[src/rtl/deadlock_idx0_monitor.sv]
// Deadlock detector for dataflow region 0 of pixl_to_symbol.
// Raises block once every active process is stalled or idle long enough.
module deadlock_idx0_monitor #(
    parameter int AXIS_NUM       = 4,
    parameter int INST_NUM       = 3,
    parameter int INST_BLOCK_NUM = 1,
    parameter int CONFIRM_CYCLES = 4
) (
    input  logic                      clock,
    input  logic                      reset,
    input  logic [AXIS_NUM-1:0]       axis_block_sigs,
    input  logic [INST_NUM-1:0]       inst_idle_sigs,
    input  logic [INST_BLOCK_NUM-1:0] inst_block_sigs,
    output logic                      block
);

    typedef enum logic {
        MONITOR = 1'b0,
        BLOCKED = 1'b1
    } state_t;

    localparam logic [7:0] LP_CONF = 8'(CONFIRM_CYCLES);
    localparam logic [7:0] LP_LAST = 8'(CONFIRM_CYCLES - 1);

    state_t     r_state;
    logic [7:0] r_cnt;

    logic w_stall0;
    logic w_stall1;
    logic w_stall2;
    logic w_quiet1;
    logic w_quiet2;
    logic w_all_idle;
    logic w_cond;

    assign w_stall0   = ~inst_idle_sigs[0] & inst_block_sigs[0];
    assign w_stall1   = ~inst_idle_sigs[1] & (axis_block_sigs[0] | axis_block_sigs[1]);
    assign w_stall2   = ~inst_idle_sigs[2] & (axis_block_sigs[2] | axis_block_sigs[3]);
    assign w_quiet1   = inst_idle_sigs[1] | w_stall1;
    assign w_quiet2   = inst_idle_sigs[2] | w_stall2;
    assign w_all_idle = inst_idle_sigs[0] & inst_idle_sigs[1] & inst_idle_sigs[2];

    // The top process never breaks a deadlock on its own, so only children gate cond.
    assign w_cond = (w_stall0 | w_stall1 | w_stall2)
                  & w_quiet1 & w_quiet2 & ~w_all_idle;

    always_ff @(posedge clock) begin
        if (reset) begin
            r_state <= MONITOR;
            r_cnt   <= 8'd0;
            block   <= 1'b0;
        end else if (!w_cond) begin
            r_state <= MONITOR;
            r_cnt   <= 8'd0;
            block   <= 1'b0;
        end else begin
            if (r_cnt != LP_CONF) begin
                r_cnt <= r_cnt + 8'd1;
            end
            if (r_state == MONITOR && r_cnt == LP_LAST) begin
                r_state <= BLOCKED;
                block   <= 1'b1;
            end
        end
    end

endmodule

[config.mk]
export PLATFORM = sky130hd
export DESIGN_NAME = deadlock_idx0_monitor
export DESIGN_NICKNAME = d
export VERILOG_FILES = /design/src/rtl/deadlock_idx0_monitor.sv
export SDC_FILE = /design/constraint.sdc
export NUM_CORES = 1
export LEC_CHECK = 0
export ABC_AREA = 1
export CAP_MARGIN = 30
export CORE_AREA = 3 3 40 42
export DETAILED_ROUTE_END_ITERATION = 16
export DIE_AREA = 0 0 43 45
export PLACE_DENSITY_LB_ADDON = 0.15
export SYNTH_ARGS = -nofsm -noshare
export SYNTH_HDL_FRONTEND = slang
export SYNTH_SLANG_ARGS = --single-unit
[constraint.sdc]
create_clock -name clock -period 1.1 [get_ports clock]
set_input_delay 0.165 -clock clock [delete_from_list [all_inputs] [get_ports clock]]
set_output_delay 0.165 -clock clock [all_outputs]
set_load 0.005 [all_outputs]
==> summary.txt <==
Setup path
  – WP buf/inv: 1
  – Critical Path AT: about 1.2 ns
  – Slowest CP cell: dfxtp_4
  – Most used cell, CP: nand2_1
  – Worst path required time: 1.25 ns
  – Max FO, Critical Path: 6
  – Delay-heaviest family, CP: simple AND/OR/NAND/NOR gates
  – CP cell instances: inv_4 -> ha_4 -> nand3_4 -> nor2_4 -> nand2_1 -> nand2_1 -> nor2_1
  – Crit path largest cell delay: 0.36 ns
  – Crit path kind: flip-flop to flip-flop
  – Critical Path Sink Type: flip-flop
  – Crit path launch type: flip-flop

Clock tree
  – Clock Tree Root: clkbuf_4
  – CTS tree: done
  – Clock sink count: 9
  – Clock slew at reported path FFs: 0.06 ns
  – Clock latency on the worst-skew pair: 0.25 ns
  – Clock Tree Buf Depth: 2
  – Clock buffer count from CTS: 3
  – CTS Hold Bufs: 0
  – H-tree depth: 1

Route
  – Routed WL: 1007 um
  – Pre-antenna DRT Iters: 4
  – Remaining antenna violation count: 0
  – Per-cell routed wire length: 8.681 um
  – DRC errors left: 0
  – DR vias/cell: ~4.3
  – DR iter-0 viols: 12
  – Routed via count: 498

Timing
  – Max Clk Rate: 941.9 MHz
  – Clk_skew: between 0.0009 and 0.001 ns
  – Max-slew violation count: 0
  – Sum Neg Setup Slack: 0 ns
  – Final Critical Period: ~1.1 ns
  – Slew headroom: 88.71%
  – Setup-failing EPs final: 0
  – RSZ-0062 raised after global routing: true
  – PnR worst setup slack: approximately 0.038 ns
  – Final period util: 96.51%
  – Total count of hold-check failures in the final report: 0
  – Actual slew at the worst max-slew pin: 0.1691 ns

Place
  – Buffers on Ports: 10
  – Post-detail-place hpwl: 805.9 um
  – Placed instance area: 661.9 um^2
  – Gpl congestion: a little over 0.7
  – Place WS: -0.2392 ns

Pwr
  – Peak supply drop: 0.4962 mV
  – PwrDens: 973.9 nW/um^2
  – P_leak: 0.3184 nW

Synth
  – Synth area leaders: dfxtp_1 (35%), nand2_1 (17%), nor2_1 (17%), inv_1 (9.4%), ha_1 (4.8%)
  – Post-synth cell types: 12
  – Syn_area_per_cell: 6.348 um^2
  – Post-synthesis net count: 94
  – Synthesized area: around 520 um^2
  – Post-Synthesis Cells: 82
  – Yosys warning total: 0
  – Synth top area share: 34.62%
  – Yosys reg bits: 9
  – Register area share after synthesis: approximately 35%
  – Area leader, netlist: dfxtp_1

Global routing
  – First-pass GRT wire length: about 1700 um
  – GR peak layer: met2
  – Largest net degree at the start of global routing: 7
  – Met2 Track Usage GR: 17.66%
  – Grt ovf: 0
  – Met3 GRT Util: under 10%
  – Met1 layer usage reported by global route: 16.63%
  – Vias in the first global route: 444
  – Antenna violations before repair: 0
  – Tot GR Track Use: approximately an eighth

Min path
  – Hold Path Class: flip-flop to flip-flop

Final layout
  – Nets: 114
  – P&R area growth vs syn: 45.43%
  – Area of the multi-input gates: around 330 um^2
  – Register Area: 190.2 um^2
  – Antenna cells: 0
  – Fill count: 130
  – Fin util: between 50% and 60%
  – Cell area after layout: between 700 and 800 um^2
  – Layout cells sized above 1: 20.79%

Floorplan
  – Die height: between 40 and 50 um
  – Row Count: 13
  – Die area: 1935 um^2
  – Core box area: 1285 um^2
  – Starting Density: 40.51%
  – Io pins: 11
  – Die width: 43 um

Status
  – Outcome: completed

Flow run
  – Maxcap violations: 0
-- layout by cell type, fill, tap and decap left out --
cell type and instances:
xnor2_1 1, dfxtp_1 5, nor2_4 2, clkdlybuf4s50_1 9, clkbuf_4 3, inv_1 11, xor2_1 2, dfxtp_4 2
o21bai_1 2, nand3_4 1, nand2_2 1, inv_4 2, nor2_1 22, dlygate4sd2_1 1, ha_4 2, nand3_1 3
nand2_1 23, nand3_2 1, clkbuf_1 1, dfxtp_2 2, buf_4 5
-- state kept, by name, indices dropped and copies added (netlist names) --
| name | cells |
|---|---|
| r_state | 1 |
| r_cnt | 8 |
-- per-layer routing --
layer / vias to the layer above / share of wire (%)
li1: 280 / -
met1: 206 / 53
met2: 10 / 42
met3: 2 / 3.8
met4: 0 / 1.4
met5: - / 0
-- final cells by class --
cell class	instances	share of cell area, %
multi-input combinational	60	43.80
timing repair buffer	15	18.02
clock buffer	4	3.471
inverter	13	7.107
sequential	9	25.12
tap	15	2.479
-- per-stage QoR --
stage	hold WS [ns]	total power, mW	cells
after CTS	0.4940	0.7222	115
after global placement	0.4940	0.4567	110
after floorplan	0.4175	0.3992	82
final	0.4908	0.7372	116
after global routing	0.5045	0.7809	116
after detailed placement	0.4892	0.4580	110
-- cells by family (layout without fill, tap and decap cells) --
| kind of cell | count (synthesis) | after routing | synth area share (%) |
|---|---|---|---|
| compound gates | 2 | 2 | 2.884 |
| xor+xnor | 3 | 3 | 5.049 |
| fa+ha+maj | 2 | 2 | 4.807 |
| buf+inv | 13 | 32 | 9.376 |
| flops | 9 | 9 | 34.61 |
| simple gates | 53 | 53 | 43.27 |
-- worst register-to-register path, delay by kind of cell (launching register included) --
kind / cells / cell delay [ns]
simple gates: 5 / 0.41
fa+ha+maj: 1 / 0.13
flops: 1 / 0.36
buf+inv: 1 / 0.06
-- synth_stat cells --
master	n
xnor2_1	1
inv_1	13
nand2_1	23
ha_1	2
nand3_2	2
nor2_4	1
o21bai_1	2
nand3_1	3
xor2_1	2
nand2_2	1
dfxtp_1	9
nor2_1	23
-- path summary, 6_finish.rpt --
path | startpoint | end | slack, ns | cells after the start
worst max register to register | r_cnt[1] | r_cnt[0] | 0.04 | 7
worst max-delay path | r_cnt[1] | r_cnt[0] | 0.04 | 7
worst min-delay path | r_state | r_state | 0.49 | 2
worst min register to register | r_state | r_state | 0.49 | 2
-- what timing repair did --
action                                  in CTS  in global routing
gates cloned                                 0                  0
pin swaps                                    1                  6
buffers inserted                             1                  1
resized for setup                            4                 14
endpoints found under the setup margin       7                  9
-- report_power, final --
part / total, mW / leakage (nW) / internal (mW) / switching, mW
combinational: 0.139 / 0.228 / 0.0833 / 0.0553
sequential: 0.351 / 0.0752 / 0.336 / 0.0157
clock: 0.247 / 0.0150 / 0.139 / 0.108
No activity file was read; power rests on OpenSTA's default activity.
